**src/rtl/sigdel_adc_decim.sv**
```systemverilog
// CIC decimator that turns a 1-bit sigma-delta stream into signed PCM samples,
// followed by an arithmetic rescale and saturation to the output width.
module sigdel_adc_decim #(
    parameter int OSR    = 1024,
    parameter int CIC    = 2,
    parameter int BITLEN = 16
) (
    input  logic              clk,
    input  logic              rst,
    input  logic              ena,
    input  logic              in,
    output logic [BITLEN-1:0] out,
    output logic              out_valid,
    output logic              clip
);
    localparam int LOG2  = $clog2(OSR);
    localparam int ACC_W = 2 + CIC * LOG2;
    localparam int SHIFT = CIC * LOG2 - (BITLEN - 1);
    localparam int HI_W  = ACC_W - BITLEN + 1;

    logic [ACC_W-1:0]        w_x;
    logic [ACC_W-1:0]        r_integ     [CIC];
    logic [ACC_W-1:0]        w_integNext [CIC];
    logic [LOG2-1:0]         r_count;
    logic                    w_lastBit;
    logic [ACC_W-1:0]        r_combIn;
    logic                    r_capValid;
    logic [ACC_W-1:0]        r_delay     [CIC];
    logic [ACC_W-1:0]        w_comb      [CIC];
    logic [ACC_W-1:0]        r_combOut;
    logic                    r_combValid;
    logic signed [ACC_W-1:0] w_shifted;
    logic [HI_W-1:0]         w_hi;
    logic                    w_sat;
    logic [BITLEN-1:0]       w_satVal;

    assign w_x       = in ? ACC_W'(1) : {ACC_W{1'b1}};
    assign w_lastBit = ena && (r_count == LOG2'(OSR - 1));

    // Each integrator adds the freshly updated value of the stage before it,
    // so the captured sum already includes the window's final bit.
    always_comb begin
        w_integNext[0] = r_integ[0] + w_x;
        for (int k = 1; k < CIC; k++) begin
            w_integNext[k] = r_integ[k] + w_integNext[k-1];
        end
    end

    always_ff @(posedge clk or posedge rst) begin
        if (rst) begin
            for (int k = 0; k < CIC; k++) begin
                r_integ[k] <= '0;
            end
            r_count    <= '0;
            r_combIn   <= '0;
            r_capValid <= 1'b0;
        end else begin
            r_capValid <= w_lastBit;
            if (ena) begin
                for (int k = 0; k < CIC; k++) begin
                    r_integ[k] <= w_integNext[k];
                end
                r_count <= r_count + LOG2'(1);
            end
            if (w_lastBit) begin
                r_combIn <= w_integNext[CIC-1];
            end
        end
    end

    always_comb begin
        w_comb[0] = r_combIn - r_delay[0];
        for (int k = 1; k < CIC; k++) begin
            w_comb[k] = w_comb[k-1] - r_delay[k];
        end
    end

    always_ff @(posedge clk or posedge rst) begin
        if (rst) begin
            for (int k = 0; k < CIC; k++) begin
                r_delay[k] <= '0;
            end
            r_combOut   <= '0;
            r_combValid <= 1'b0;
        end else begin
            r_combValid <= r_capValid;
            if (r_capValid) begin
                r_delay[0] <= r_combIn;
                for (int k = 1; k < CIC; k++) begin
                    r_delay[k] <= w_comb[k-1];
                end
                r_combOut <= w_comb[CIC-1];
            end
        end
    end

    // Out of range exactly when the bits above the output sign bit disagree.
    assign w_shifted = $signed(r_combOut) >>> SHIFT;
    assign w_hi      = w_shifted[ACC_W-1:BITLEN-1];
    assign w_sat     = !((&w_hi) || !(|w_hi));
    assign w_satVal  = w_shifted[ACC_W-1] ? {1'b1, {(BITLEN-1){1'b0}}}
                                          : {1'b0, {(BITLEN-1){1'b1}}};

    always_ff @(posedge clk or posedge rst) begin
        if (rst) begin
            out       <= '0;
            clip      <= 1'b0;
            out_valid <= 1'b0;
        end else begin
            out_valid <= r_combValid;
            if (r_combValid) begin
                out  <= w_sat ? w_satVal : w_shifted[BITLEN-1:0];
                clip <= w_sat;
            end
        end
    end
endmodule

```
**config.mk**
```make
export PLATFORM = sky130hd
export DESIGN_NAME = sigdel_adc_decim
export DESIGN_NICKNAME = d
export VERILOG_FILES = /design/src/rtl/sigdel_adc_decim.sv
export SDC_FILE = /design/constraint.sdc
export NUM_CORES = 1
export LEC_CHECK = 0
export CAP_MARGIN = 5
export CORE_MARGIN = 5
export CORE_UTILIZATION = 55
export CTS_CLUSTER_DIAMETER = 80
export DETAILED_ROUTE_END_ITERATION = 10
export GPL_TIMING_DRIVEN = 1
export PLACE_DENSITY = 0.84
export SLEW_MARGIN = 0
export SYNTH_ARGS = -nofsm -noshare
export SYNTH_HDL_FRONTEND = slang
export SYNTH_SLANG_ARGS = --single-unit
```
**constraint.sdc**
```tcl
create_clock -name clk -period 6.3 [get_ports clk]
set_clock_uncertainty 0.2 [all_clocks]
set_input_delay 1.89 -clock clk [delete_from_list [all_inputs] [get_ports clk]]
set_output_delay 1.89 -clock clk [all_outputs]
set_load 0.005 [all_outputs]
```
==> flow_summary.toml, run 1 <==
[status]
status = "completed"

[clocking]
cts_sinks = 157
clk_path_buf_depth = 2
path_clk_slew_ns = 0.06
cts_inserted_buffers = 17
h-tree-depth = 4
cts-root-buf = "clkbuf_16"
clkLatencyLatePin_ns = 0.42
cts_tree = "yes"

[timing]
period_share_pct = 94.6
fin_crit_ns = 5.96
slew_violations = 0
slew_headroom_pct = 43.2
rsz0062_at_grt = "false"
hold_viol = 0
finalSetupTns_ns = 0
finalSetupViolations = 0
max_freq_mhz = 168
worst_slew_pin_slew_ns = 0.850

[synthesis]
synthFlopType = "dfrtp_1"
ys_top_cells_by_area = "dfrtp_1 40%, ha_1 11%, mux2_2 6.6%, xnor2_1 4.0%, nand2_1 3.7%"
synth_cells = 1060
synth-edff-count = 0
seq_area_frac_synth_pct = 39.5
post-synth-top-count-cell = "dfrtp_1"
async_flop_share_pct = 100
syn_area_mm2 = 0.00995
ys_warn_count = 0
yosysTopAreaCellShare_pct = 39.5
syn_avg_cell_area_um2 = 9.38
synth_top_area_cell = "dfrtp_1"
synth_cell_type_count = 64
yosys-top-cells-count = "157 x dfrtp_1, 98 x nand2_1, 86 x ha_1"
synth_nets = 1153
ys_ff_latch = 157

[worst_setup_path]
ff2ff_path_depth = 17
start_kind = "primary input"
worstSetupPathType = "primary input to flip-flop"
critPathMaxStageDelay_ns = 0.50
end_kind = "flip-flop"
worst_path_max_delay_cell = "clkdlybuf4s50_1"
regToRegSetupSlack_ns = 1.47
crit_cells = 20
worst-path-buf-inv = 2
path_delay_family = "compound AO/OA/AOI/OAI gates"
crit_path_max_fanout = 7
required_ns = 6.46
path_cells = "clkdlybuf4s50_1 -> inv_2 -> fa_1 -> a21o_1 -> a21oi_1 -> o21bai_1 -> a311oi_2 -> nor2_1 -> a21oi_1 -> o21bai_1 -> xnor2_1 -> ha_1 -> nand3_1 -> a21oi_2 -> nand3_1 -> a21oi_1 -> o2111ai_1 -> a31o_2 -> or4_1 -> nand3_1"
worstPathArrival_ns = 6.11

[power]
clock_power_share_pct = 18.3
comb_power_share_pct = 57.6
p_switching_mw = 2.19
worst_ir_drop_vdd_mv = 0.324
leakage_nw = 5.28
p_int_mw = 3.29
powerDensity_mw_per_mm2 = 490
pwr-share-seq_pct = 24.2
sw_frac_of_total_pct = 39.9

[floorplan]
core_mm2 = 0.0179
ios = 22
die-area_mm2 = 0.0209
num_rows = 49
initial_utilization_pct = 55.6
die_w_um = 144
fp.dieH_um = 144

[place]
port-buffer-count = 21
routabilityCongestion = 0.942
dpl-instance-area_mm2 = 0.0106
placed_cells = 1316
hpwl_um = 14200

[routing]
dr.max_layer_used = "met4"
viasPerCell = 5.62
wl_met3_um = 694
wl_met1_um = 8910
vias = 7559
drt_iter0_markers = 415
drc_errors = 0
drt-wirelength-per-cell_um = 14.5
wl_met2_um = 9520
ant_nets = 0
totalWireLength_um = 19500
firstDrtPassIters = 4

[worst_hold_path]
worstHoldPathCells = 1
hold_path_class = "flip-flop to flip-flop"

[job]
maxCapViolations = 0

[global_route]
globalRouteOverflowTotal = 0
grt_pass1_wl_um = 34700
grt_antenna_before_repair = 0
grtUsageTotal_pct = 20.2
grt_pass1_vias = 7539
grt_max_degree = 82

[cells_and_area]
diodes = 0
final_cell_area_mm2 = 0.0112
post-route-util_pct = 62.6
drive_gt1_share_pct = 12.2
instances_no_fill = 1346
nNetsFinal = 1199
syn2layout_area_growth_pct = 12.6
-- per-layer routing --
| layer | vias up | global-route usage, % |
|---|---|---|
| li1 | 3861 | - |
| met1 | 3525 | 25.7 |
| met2 | 144 | 35.4 |
| met3 | 29 | 3.24 |
| met4 | 0 | 6.43 |
| met5 | - | 0 |
-- what timing repair did --
action,4_1_cts,5_1_grt
hold buffers,0,0
gates resized for setup,0,4
endpoints found under the setup margin,0,8
buffers inserted,0,0
-- layout by cell type, fill, tap and decap left out, drive strengths merged, types with 10 or more instances in the layout --
| cell type | synthesis | routed |
|---|---|---|
| a211oi | 13 | 13 |
| a21o | 28 | 28 |
| a21oi | 67 | 67 |
| buf | 8 | 40 |
| clkbuf | 25 | 22 |
| clkdlybuf4s50 | 0 | 20 |
| dfrtp | 157 | 157 |
| ha | 86 | 86 |
| inv | 81 | 80 |
| mux2 | 58 | 58 |
| nand2 | 98 | 98 |
| nand2b | 21 | 21 |
| nand3 | 34 | 34 |
| nor2 | 50 | 50 |
| nor2b | 10 | 10 |
| nor3 | 24 | 24 |
| o21a | 15 | 15 |
| o21ai | 90 | 90 |
| or3 | 10 | 10 |
| xnor2 | 45 | 45 |
| xor2 | 28 | 28 |
-- state kept, by name (all words and copies together) (netlist names) --
signal / cells
out_valid: 1
r_delay: 44
r_combIn: 22
out: 16
r_combOut: 17
r_capValid: 1
r_integ: 44
r_count: 10
clip: 1
r_combValid: 1
-- power by group through the flow --
| stage | clock network, mW | logic, mW | registers, mW |
|---|---|---|---|
| 4_1_cts | 1.02 | 3.14 | 1.33 |
| 2_1_floorplan | 0 | 2.33 | 1.30 |
| 3_3_place_gp | 0 | 2.97 | 1.33 |
| 5_1_grt | 1.07 | 3.54 | 1.35 |
| 3_5_place_dp | 0 | 3.10 | 1.34 |
| 6_report | 1.00 | 3.16 | 1.33 |
-- metrics by stage --
step / hold WS, ns / total power, mW / worst slack [ns]
6_report: 0.263 / 5.49 / 0.343
4_1_cts: 0.265 / 5.48 / 0.227
3_5_place_dp: 0.250 / 4.44 / -0.175
3_3_place_gp: 0.251 / 4.30 / -0.0383
2_1_floorplan: 0.152 / 3.63 / 0.350
5_1_grt: 0.285 / 5.95 / 0.0100
-- area by class of cell --
class | count | area [um^2]
Multi-Input combinational cell | 788 | 5600
Clock inverter | 8 | 119
Timing Repair Buffer | 60 | 510
Clock buffer | 22 | 444
Fill cell | 1495 | 6700
Sequential cell | 157 | 3930
Tap cell | 229 | 287
Inverter | 82 | 312
-- worst paths after layout --
check	from	end
worst max-delay path	in	r_integ[21]
worst min-delay path	r_count[7]	r_count[7]
worst max register to register	r_delay[23]	r_combOut[21]
worst min register to register	r_count[7]	r_count[7]
max in group asynchronous	rst	r_count[2]
min in group asynchronous	rst	r_combOut[5]
-- cells by family after synthesis --
| group | after synthesis | synth area share, % |
|---|---|---|
| AOI/OAI and AO/OA | 280 | 17.7 |
| xor gates and xnor gates | 73 | 6.43 |
| adders and majority gates | 89 | 11.4 |
| buffers and inverters | 115 | 4.34 |
| DFF | 157 | 39.5 |
| muxes | 61 | 6.87 |
| and+or+nand+nor | 285 | 13.7 |
Note: power is estimated with default switching activity, not from simulation.
==> run 2, diff against run 1 <==
ABC_AREA = 1   (was not set)
CAP_MARGIN = 20   (was 5)
==> run 2 against run 1 <==
  * Maximum frequency rose by 2.5%
  * Largest power group unchanged
  * Register-to-register slack improved by 0.71 ns
  * Non-clock buffer count down 29
  * Clock power is 5% higher
  * Area after synthesis grew 8.2%
  * Sequential power about the same
  * Core utilization decreased by 1.2 points
  * Die area increased by 7.6%
  * Final area up 6.0%
  * Synthesized cell count grew 40%
  * Combinational power about the same
==> flow_summary.toml, run 2 <==
[timing]
slew_headroom_pct = 42.6
hold_viol = 0
fin_crit_ns = 5.81
setup_ws_ns = 0.488
rsz0062_at_grt = "false"
max_freq_mhz = 172
worst_slew_pin_slew_ns = 0.861
slew_violations = 0
period_share_pct = 92.3
finalSetupTns_ns = 0
finalSetupViolations = 0

[floorplan]
num_rows = 51
core_mm2 = 0.0193
initial_utilization_pct = 55.6
die_w_um = 150
die-area_mm2 = 0.0225
ios = 22
fp.dieH_um = 150

[power]
worst_ir_drop_vdd_mv = 0.296
powerDensity_mw_per_mm2 = 466
leakage_nw = 6.26

[place]
dpl-instance-area_mm2 = 0.0113
hpwl_um = 20200
placed_cells = 1750
routabilityCongestion = 0.918
port-buffer-count = 21
dp_slack_ns = 0.0856

[global_route]
grt_pass1_vias = 9823
globalRouteOverflowTotal = 0
grt_pass1_wl_um = 45600
grt_max_degree = 103
grt_antenna_before_repair = 0
grtUsageTotal_pct = 25.1

[clocking]
cts_setup_buffers = 0
cts_inserted_buffers = 17
holdBufCountCts = 0
h-tree-depth = 4
cts_sinks = 157
cts_tree = "yes"
path_clk_slew_ns = 0.06
clkLatencyLatePin_ns = 0.44
cts_resized = 0
clk_path_buf_depth = 2
cts-root-buf = "clkbuf_16"

[synthesis]
synth-edff-count = 0
async_flop_share_pct = 100
syn_area_mm2 = 0.0108
ys_ff_latch = 157
yosysTopAreaCellShare_pct = 36.5
ys_top_cells_by_area = "dfrtp_1 37%, nand2_1 16%, ha_1 10%, inv_1 5.3%, nand3_1 4.9%"
synth_cells = 1483
ys_warn_count = 0
seq_area_frac_synth_pct = 36.5
synth_top_area_cell = "dfrtp_1"
post-synth-top-count-cell = "nand2_1"
syn_avg_cell_area_um2 = 7.25
synthFlopType = "dfrtp_1"
yosys-top-cells-count = "463 x nand2_1, 157 x dfrtp_1, 151 x inv_1"
synth_cell_type_count = 42
synth_nets = 1576

[worst_setup_path]
required_ns = 6.42
worst_path_max_delay_cell = "inv_1"
path_delay_family = "simple AND/OR/NAND/NOR gates"
path_cells = "clkdlybuf4s50_1 -> inv_1 -> ha_1 -> a21oi_1 -> o21ai_0 -> nand2_1 -> nand2_1 -> a21oi_2 -> o211ai_1 -> and2_1 -> ha_1 -> nand2_1 -> nor2_1 -> a21oi_1 -> or2_2 -> nand3_1 -> nand3_1 -> nand3_1 -> nand2_1"
critPathMaxStageDelay_ns = 0.47
worst-path-buf-inv = 2
worstSetupPathType = "primary input to flip-flop"
start_kind = "primary input"
worstPathArrival_ns = 5.93
crit_path_frequent_cell = "nand2_1"
end_kind = "flip-flop"
crit_path_max_fanout = 14

[routing]
drc_errors = 0
drt-wirelength-per-cell_um = 15.0
vias = 9707
ant_nets = 0
viasPerCell = 5.45
totalWireLength_um = 26700
drt_iter0_markers = 555
firstDrtPassIters = 5

[job]
maxCapViolations = 0

[status]
status = "completed"

[cells_and_area]
final_cell_area_mm2 = 0.0119
top_regs = "r_delay x44, r_integ x44, r_combIn x22"
syn2layout_area_growth_pct = 10.3
instances_no_fill = 1782
drive_gt1_share_pct = 4.81
final_cell_mix = "463 x nand2_1, 156 x dfrtp_1, 150 x inv_1, 111 x nor2_1, 105 x nand3_1"
final_common_cell = "nand2_1"
multi_input_area_mm2 = 0.00613
fillers = 1757
nNetsFinal = 1597
post-route-util_pct = 61.4
diodes = 0
seq_area_mm2 = 0.00393

[worst_hold_path]
hold_path_class = "flip-flop to flip-flop"
## run 2: changes by cell type after synthesis, moves of 20 or more
cell	delta
nand2_1	+365
inv_1	+71
nand3_1	+71
nor2_1	+61
mux2_2	-58
o21ai_0	+39
xnor2_1	-31
a21oi_1	+22
nand2b_1	-21
a21o_1	-20
o21ai_1	-20
## run 2: per-stage QoR
stage                     hold slack (ns)  total power, mW
after floorplan                     0.170             3.61
after global placement              0.261             4.40
after detailed placement            0.265             4.43
after CTS                           0.281             5.51
after global routing                0.302             5.99
final                               0.275             5.53
## run 2: logic make-up (layout without fill, tap and decap cells)
family                     count (synthesis)  after routing  synth area share, %
DFF                                      157            157                 36.5
xor gates and xnor gates                  56             56                 4.70
buffers and inverters                    185            219                 6.54
adders and majority gates                 89             89                 10.6
and+or+nand+nor                          754            754                 29.4
AOI/OAI and AO/OA                        242            242                 12.3
## run 2: cell type report
cell class	count	share of cell area, %
Clock buffer	18	3.70
Clock inverter	14	1.32
Inverter	156	4.96
Multi-Input combinational cell	1141	51.6
Sequential cell	157	33.1
Tap cell	265	2.79
Timing Repair Buffer	31	2.51
## run 2: tightest hold or removal path, stage by stage (launching register included)
cell	delay, ns
dfrtp_1	0.34
nand2_1	0.05
nand3_1	0.05
## run 2: path summary, 6_finish.rpt
kind | slack (ns) | start | cells past startpoint | to
hold reg to reg | 0.28 | r_combOut[14] | 2 | out[9]
min in group asynchronous | 1.75 | rst | 2 | out[1]
setup reg to reg | 2.18 | r_combIn[0] | 22 | r_combOut[19]
setup / recovery | 0.49 | in | 19 | r_integ[21]
hold / removal | 0.28 | r_combOut[14] | 2 | out[9]
max in group asynchronous | 3.23 | rst | 3 | r_capValid
## run 2: per-layer routing
metal	GRT usage (%)	vias up	part of all wire [%]
li1	-	4894	-
met1	28.3	4497	41
met2	45.6	227	51
met3	3.60	89	3.4
met4	13.7	0	5.0
met5	0	-	0
## run 2: where the power goes
group / switching (mW) / leakage (nW) / internal [mW]
combinational: 2.08 / 3.89 / 1.09
clock: 0.454 / 0.286 / 0.601
sequential: 0.120 / 2.08 / 1.19
total: 2.65 / 6.26 / 2.88
==> run 3, diff against run 2 <==
HOLD_SLACK_MARGIN = 0.12   (was not set)
PLACE_DENSITY = 0.74   (was 0.84)
RECOVER_POWER = 100   (was not set)
==> run 3 against run 2 <==
  * The flow now finishes with violations (capacitance limit, slew limit)
  * Register-to-register slack lost 1.1 ns
  * Wire length down 1.6%
  * Setup slack worse by 0.29 ns
  * Non-clock buffer count decreased by 4
  * Clock-buffer cell count stayed put
  * Largest cell class unchanged
==> flow_summary.toml, run 3 (synthesis gave the netlist of run 2 again) <==
[power]
p_int_mw = 2.83
comb_power_share_pct = 56.2
leakage_nw = 6.29
sw_frac_of_total_pct = 47.8
clock_power_share_pct = 19.7
worst_ir_drop_vdd_mv = 0.286
powerDensity_mw_per_mm2 = 460
p_switching_mw = 2.60
pwr-share-seq_pct = 24.1

[clocking]
cts_resized = 0
cts_setup_buffers = 0
cts_inserted_buffers = 17
clkLatencyLatePin_ns = 0.43
cts-root-buf = "clkbuf_16"
cts_sinks = 157
h-tree-depth = 4
cts_tree = "yes"
clk_path_buf_depth = 2
path_clk_slew_ns = 0.07
holdBufCountCts = 0

[cells_and_area]
diodes = 0
top_regs = "r_delay x44, r_integ x44, r_combIn x22"
seq_area_mm2 = 0.00393
fillers = 1808
nNetsFinal = 1593
instances_no_fill = 1778
multi_input_area_mm2 = 0.00610
final_common_cell = "nand2_1"
syn2layout_area_growth_pct = 9.72
final_cell_mix = "465 x nand2_1, 156 x dfrtp_1, 151 x inv_1, 111 x nor2_1"
post-route-util_pct = 61.0
final_cell_area_mm2 = 0.0118
drive_gt1_share_pct = 3.83

[timing]
period_share_pct = 96.9
fin_crit_ns = 6.11
rsz0062_at_grt = "false"
holdWs_ns = 0.278
max_freq_mhz = 164
slew_violations = 301
worst_slew_pin_slew_ns = 3.72
slew_headroom_pct = -148
hold_viol = 0
finalSetupViolations = 0

[routing]
drt-wirelength-per-cell_um = 14.8
viasPerCell = 5.37
ant_nets = 0
drc_errors = 0
drt_iter0_markers = 522
totalWireLength_um = 26200
vias = 9554
firstDrtPassIters = 5

[worst_setup_path]
worstPathArrival_ns = 6.22
end_kind = "flip-flop"
required_ns = 6.42
start_kind = "primary input"
worstSetupPathType = "primary input to flip-flop"
crit_path_max_fanout = 13
path_cells = "clkdlybuf4s50_1 -> inv_1 -> fa_1 -> nand3_1 -> nand2_1 -> a21boi_1 -> o21ai_0 -> nand3b_1 -> nand3b_1 -> and2_1 -> ha_1 -> nand2_1 -> nor4_1 -> nand4_1 -> nand3_1 -> nand2_1 -> nand3_1 -> nand2_1"
crit_path_frequent_cell = "nand2_1"
worst_path_max_delay_cell = "fa_1"
critPathMaxStageDelay_ns = 0.62
path_delay_family = "simple AND/OR/NAND/NOR gates"
worst-path-buf-inv = 2
regToRegSetupSlack_ns = 1.07

[status]
status = "finished, violations left"
violations = "capacitance limit, slew limit"

[place]
routabilityCongestion = 0.956
placed_cells = 1746
hpwl_um = 19800
port-buffer-count = 21
dpl-instance-area_mm2 = 0.0112

[floorplan]
die-area_mm2 = 0.0225
num_rows = 51
initial_utilization_pct = 55.6
fp.dieH_um = 150
core_mm2 = 0.0193
die_w_um = 150
ios = 22

[global_route]
grt_max_degree = 158
grtUsageTotal_pct = 24.6
grt_pass1_wl_um = 44600
grt_pass1_vias = 9573
grt_antenna_before_repair = 0
globalRouteOverflowTotal = 0

[job]
maxCapViolations = 3

[worst_hold_path]
hold_path_class = "flip-flop to flip-flop"
[run 3: changes by cell type in the layout (fill, tap and decap cells not counted), moves of 4 or more]
| cell | delta |
|---|---|
| o21ai_0 | +4 |
| buf_4 | -7 |
| clkdlybuf4s50_1 | -20 |
| dlygate4sd3_1 | +20 |
[run 3: stage by stage]
| step | setup WS (ns) | power (mW) | TNS, ns |
|---|---|---|---|
| 3_3_place_gp | -0.121 | 4.34 | -0.217 |
| 5_1_grt | 0.0579 | 5.89 | 0 |
| 2_1_floorplan | 1.10 | 3.61 | 0 |
| 3_5_place_dp | -0.148 | 4.37 | -0.292 |
| 4_1_cts | 0.316 | 5.45 | 0 |
| 6_report | 0.194 | 5.44 | 0 |
[run 3: area by class of cell]
| cell class | count | area share (%) |
|---|---|---|
| Multi-Input combinational cell | 1141 | 51.7 |
| Clock buffer | 18 | 3.64 |
| Tap cell | 265 | 2.81 |
| Timing Repair Buffer | 27 | 2.08 |
| Inverter | 156 | 4.99 |
| Clock inverter | 14 | 1.48 |
| Sequential cell | 157 | 33.3 |
[run 3: final timing paths]
kind                                  from             to  depth (start not counted)
worst min-delay path               out[15]        out[15]                          2
max in group asynchronous              rst     r_capValid                          3
min in group asynchronous              rst     r_delay[4]                          3
worst max-delay path                    in    r_integ[19]                         18
worst max register to register  r_capValid  r_combOut[13]                          3
worst min register to register     out[15]        out[15]                          2
[run 3: tightest hold or removal path, cell delays in order, from the launching register on]
cell	delay (ns)
dfrtp_1	0.34
nand2_1	0.05
nand2_1	0.05
[run 3: power groups by stage]
stage	combinational, mW	clock (mW)	sequential, mW
after floorplan	2.32	0	1.29
after global placement	3.01	0	1.33
after detailed placement	3.04	0	1.32
after CTS	3.05	1.09	1.31
after global routing	3.43	1.13	1.33
final	3.05	1.07	1.31
[run 3: layer usage]
layer / share of wire [%] / vias up / track usage [%]
li1: - / 4885 / -
met1: 43 / 4398 / 28.3
met2: 50 / 197 / 44.6
met3: 3.0 / 74 / 3.60
met4: 4.8 / 0 / 11.7
met5: 0 / - / 0
